$ cat src/rtl/regfile_wb_arbiter.sv
// Register-file writeback port arbiter with a CLEAR sequencer for r1..r31.
// Round-robin by default; define WB_ARB_FIXED_PRIO_EN for fixed lowest-index priority.
module regfile_wb_arbiter #(
    parameter int NREQ = 3,
    parameter int AW   = 5,
    parameter int DW   = 32
) (
    input  logic               clk,
    input  logic               rst,
    input  logic [NREQ-1:0]    req_valid,
    input  logic [NREQ*AW-1:0] req_addr,
    input  logic [NREQ*DW-1:0] req_data,
    output logic [NREQ-1:0]    req_ack,
    input  logic               clr_start,
    output logic               clr_busy,
    output logic               clr_done,
    output logic               rf_we,
    output logic [AW-1:0]      rf_waddr,
    output logic [DW-1:0]      rf_wdata
);

    localparam int PW = $clog2(NREQ);
    localparam logic [AW-1:0] LAST_ADDR = AW'(31);

    typedef enum logic {S_IDLE, S_CLEAR} state_t;

    state_t          r_state, w_state_nxt;
    logic [PW-1:0]   r_rr_ptr, w_ptr_nxt;
    logic            r_we, w_we_nxt;
    logic [AW-1:0]   r_waddr, w_waddr_nxt;
    logic [DW-1:0]   r_wdata, w_wdata_nxt;
    logic            r_done, w_done_nxt;
    logic [NREQ-1:0] w_ack;

    logic [PW-1:0]   w_scan [NREQ];
    logic            w_gnt_any;
    logic [PW-1:0]   w_gnt_idx;
    logic [AW-1:0]   w_sel_addr;
    logic [DW-1:0]   w_sel_data;

    // First valid requester scanning upward from the round-robin pointer.
    always_comb begin
        w_gnt_any  = 1'b0;
        w_gnt_idx  = '0;
        w_sel_addr = '0;
        w_sel_data = '0;
        for (int k = 0; k < NREQ; k++) begin
            w_scan[k] = PW'((32'(r_rr_ptr) + 32'(k)) % NREQ);
            if (!w_gnt_any && req_valid[w_scan[k]]) begin
                w_gnt_any = 1'b1;
                w_gnt_idx = w_scan[k];
            end
        end
        for (int i = 0; i < NREQ; i++) begin
            if (w_gnt_idx == PW'(i)) begin
                w_sel_addr = req_addr[i*AW +: AW];
                w_sel_data = req_data[i*DW +: DW];
            end
        end
    end

    always_comb begin
        w_state_nxt = r_state;
        w_ptr_nxt   = r_rr_ptr;
        w_we_nxt    = 1'b0;
        w_waddr_nxt = r_waddr;
        w_wdata_nxt = r_wdata;
        w_done_nxt  = 1'b0;
        w_ack       = '0;
        case (r_state)
            S_IDLE: begin
                if (clr_start) begin
                    w_state_nxt = S_CLEAR;
                    w_we_nxt    = 1'b1;
                    w_waddr_nxt = AW'(1);
                    w_wdata_nxt = '0;
                end else if (w_gnt_any) begin
                    w_ack[w_gnt_idx] = 1'b1;
                    // r0 is hardwired: accept the request but suppress the write.
                    w_we_nxt    = (w_sel_addr != '0);
                    w_waddr_nxt = w_sel_addr;
                    w_wdata_nxt = w_sel_data;
`ifdef WB_ARB_FIXED_PRIO_EN
                    w_ptr_nxt   = '0;
`else
                    w_ptr_nxt   = (w_gnt_idx == PW'(NREQ-1)) ? '0 : w_gnt_idx + 1'b1;
`endif
                end
            end
            S_CLEAR: begin
                if (r_waddr == LAST_ADDR) begin
                    w_state_nxt = S_IDLE;
                    w_done_nxt  = 1'b1;
                end else begin
                    w_we_nxt    = 1'b1;
                    w_waddr_nxt = r_waddr + 1'b1;
                    w_wdata_nxt = '0;
                end
            end
            default: w_state_nxt = S_IDLE;
        endcase
    end

    always_ff @(posedge clk or posedge rst) begin
        if (rst) begin
            r_state  <= S_IDLE;
            r_rr_ptr <= '0;
            r_we     <= 1'b0;
            r_waddr  <= '0;
            r_wdata  <= '0;
            r_done   <= 1'b0;
        end else begin
            r_state  <= w_state_nxt;
            r_rr_ptr <= w_ptr_nxt;
            r_we     <= w_we_nxt;
            r_waddr  <= w_waddr_nxt;
            r_wdata  <= w_wdata_nxt;
            r_done   <= w_done_nxt;
        end
    end

    assign req_ack  = rst ? '0 : w_ack;
    assign clr_busy = (r_state == S_CLEAR);
    assign clr_done = r_done;
    assign rf_we    = r_we;
    assign rf_waddr = r_waddr;
    assign rf_wdata = r_wdata;

endmodule

$ cat config.mk
export PLATFORM = sky130hd
export DESIGN_NAME = regfile_wb_arbiter
export DESIGN_NICKNAME = d
export VERILOG_FILES = /design/src/rtl/regfile_wb_arbiter.sv
export SDC_FILE = /design/constraint.sdc
export NUM_CORES = 1
export LEC_CHECK = 0
export ABC_AREA = 1
export CORE_UTILIZATION = 35
export CTS_BUF_LIST = sky130_fd_sc_hd__clkbuf_4 sky130_fd_sc_hd__clkbuf_8 sky130_fd_sc_hd__clkbuf_16
export CTS_CLUSTER_SIZE = 40
export DETAILED_ROUTE_END_ITERATION = 7
export GPL_ROUTABILITY_DRIVEN = 0
export HOLD_SLACK_MARGIN = 0.05
export PLACE_DENSITY = 0.75
export REMOVE_ABC_BUFFERS = 1
export SYNTH_ARGS = -nofsm -noshare
export SYNTH_HDL_FRONTEND = slang
export SYNTH_SLANG_ARGS = --single-unit
$ cat constraint.sdc
create_clock -name clk -period 3.3 [get_ports clk]
set_input_delay 0.66 -clock clk [delete_from_list [all_inputs] [get_ports clk]]
set_output_delay 0.66 -clock clk [all_outputs]
set_load 0.01 [all_outputs]
==> out/metrics.yaml <==
max_cap_viol_count: 0
worstPathRequired_ns: 2.64
rsz0062_at_grt: "no"
endpoint_kind: "output port"
layout-drive-gt1-share: 0.0881
cts_tree: "done"
fin_nets: 667
clk_latency_ns: 0.29
dpl_cell_area_um2: 4460
final_cell_area_um2: 4570
finalCritPeriodShare: 0.874
core.rowCount: 32
drc_errors: 0
yosysMostFrequentCell: "nand2_1"
start_util: 0.360
synth_ff_type: "dfrtp_1"
hold_class: "reg -> reg"
numCtsBuffers: 5
total_power_mw: 3.04
relSlewSlack: 0.647
cts.sinks: 42
cts_buffer_depth: 2
synth_top_area_share: 0.380
antenna_found_initial: 0
power_leakage_nw: 2.14
post_cts_buffers: 0
vias: 3117
grt_pass1_wl_um: 14500
dp_hpwl_um: 6630
path_clk_slew_ns: 0.08
drtIter0Drc: 88
synthCells: 384
die_w_um: 90.9
ys_ff_latch: 42
via_per_inst: 4.82
syn_area_per_cell_um2: 7.20
drtAntennaViolNets: 0
core_um2: 7690
grt_remaining_overflow: 0
arrival_ns: 2.22
clockPowerShare: 0.117
io_pins: 160
synth-seq-area-share: 0.380
vdd_drop_max_mv: 0.397
synth.top_cells.by_area: "dfrtp_1, nand2_1, o21ai_0"
power_switching_mw: 1.45
diodes: 0
critPathKind: "in -> out"
async_flop_share: 1.00
ys_warn_count: 0
max_freq_mhz: 347
dieArea_um2: 8260
areaGrowthSynthToFinish_pct: 65.4
setup_viol: 0
start_kind: "input pin"
wl_per_cell_um: 13.5
power.density_nw_per_um2: 664
htreeDepth: 2
status: "finished clean"
drtPass1Iterations: 6
synth_area_leader_cell: "dfrtp_1"
synthTopCellsByCount: "nand2_1, dfrtp_1, o21ai_0, o21ai_1, nand3_1"
p_seq_frac: 0.225
switching_share: 0.476
finalSetupTns_ns: 0
grt_start_max_net_pins: 43
power.internal_mw: 1.59
grt_pass1_vias: 3058
synth_enable_flop_cells: 0
grt_use_total: 0.219
cts-root-buf: "clkbuf_8"
die_h_um: 90.9
crit_fanout: 5
hold_viol: 0
synth_area_um2: 2760
port-buffer-count: 159
share_comb_of_total_power: 0.658
worstMarginPinSlew_ns: 0.529
period_needed_ns: 2.88
synth_cell_types: 29
wirelength_um: 8720
finalMaxSlewViolations: 0
skew_ns: 0.00645
logic make-up (layout without fill, tap and decap cells):
logic type / Yosys count / after routing / share of synthesized area
flip-flops: 42 / 42 / 0.380
buffers and inverters: 45 / 206 / 0.0847
adder cells (fa/ha/maj): 6 / 6 / 0.0272
AND/OR/NAND/NOR: 206 / 206 / 0.335
AO/OA/AOI/OAI: 85 / 85 / 0.172
power groups by stage:
stage          clock network [mW]  logic (mW)  registers [mW]
2_1_floorplan                   0        1.15           0.724
3_3_place_gp                    0        1.94           0.688
3_5_place_dp                    0        1.99           0.694
4_1_cts                     0.364        2.00           0.684
5_1_grt                     0.390        2.21           0.699
6_report                    0.354        2.00           0.684
per-layer routing:
| layer | vias up | share of wire | GRT usage |
|---|---|---|---|
| li1 | 1578 | - | - |
| met2 | 130 | 0.49 | 0.388 |
| met3 | 9 | 0.079 | 0.0606 |
| met4 | 0 | 0.0094 | 0.0529 |
| met5 | - | 0 | 0 |
| met1 | 1400 | 0.42 | 0.261 |
repair_timing:
action	CTS	global route
setup endpoints to repair	0	3
endpoints found under the hold margin	0	0
resized for setup	0	5
hold buffers	0	0
worst max-delay path, cell delays in order:
cell	delay, ns
clkdlybuf4s50_1	0.51
inv_1	0.08
nand2_1	0.08
nand2_1	0.08
nand2_2	0.08
nand2_4	0.07
nand4_1	0.12
nand2_2	0.08
inv_1	0.08
nand2_1	0.08
nor2_1	0.10
dlymetal6s2s_1	0.19
final timing paths:
kind                                         start                       end  slack, ns  cells past startpoint
hold / removal             rf_wdata[2]$_DFFE_PP0P_   rf_wdata[2]$_DFFE_PP0P_       0.48                      2
hold reg to reg            rf_wdata[2]$_DFFE_PP0P_   rf_wdata[2]$_DFFE_PP0P_       0.48                      2
setup reg to reg           r_rr_ptr[0]$_DFFE_PP0P_   rf_wdata[2]$_DFFE_PP0P_       0.82                     13
setup / recovery                      req_valid[1]                req_ack[0]       0.42                     12
min in group asynchronous                      rst  rf_wdata[25]$_DFFE_PP0P_       0.89                      3
max in group asynchronous                      rst        clr_done$_DFF_PP0_       2.05                      3
cells in the final DEF (no fill, tap or decap), types with 2 or more instances in the layout:
| cell | instances |
|---|---|
| clkdlybuf4s50_1 | 156 |
| nand2_1 | 146 |
| dfrtp_1 | 42 |
| o21ai_1 | 26 |
| o21ai_0 | 26 |
| nand3_1 | 25 |
| inv_1 | 19 |
| buf_4 | 15 |
| nor2_1 | 13 |
| o211ai_1 | 13 |
| a21oi_1 | 11 |
| clkbuf_8 | 6 |
| nand3_2 | 5 |
| ha_1 | 5 |
| inv_2 | 4 |
| nand2_4 | 4 |
| a31oi_1 | 4 |
| nand2_2 | 3 |
| a22oi_1 | 3 |
| dlymetal6s2s_1 | 3 |
| nand4_1 | 2 |
| nor3_1 | 2 |
| nor2_2 | 2 |
stage by stage:
| step | instances | utilization | worst slack, ns | hold WS (ns) |
|---|---|---|---|---|
| floorplan | 363 | - | 0.493 | 0.503 |
| global placement | 639 | 0.580 | 0.0751 | 0.462 |
| detailed placement | 639 | 0.580 | 0.0441 | 0.465 |
| CTS | 647 | 0.593 | 0.0219 | 0.487 |
| global route | 647 | 0.595 | 0.265 | 0.513 |
| finish | 647 | 0.595 | 0.416 | 0.482 |
flip-flops by register name, summed over array words and instances (netlist names):
signal    cells
rf_waddr      5
rf_wdata     32
r_rr_ptr      2
rf_we         1
clr_done      1
clr_busy      1
cell type report:
type	instances	area, um2
flip-flops and latches	42	1050
clock inverters	1	5.00
multi-input cells	297	1490
repair buffers	174	1710
clock buffers	7	90.1
inverters	24	92.6
well taps	102	128
fillers	699	3120
Note: power is estimated with default switching activity, not from simulation.
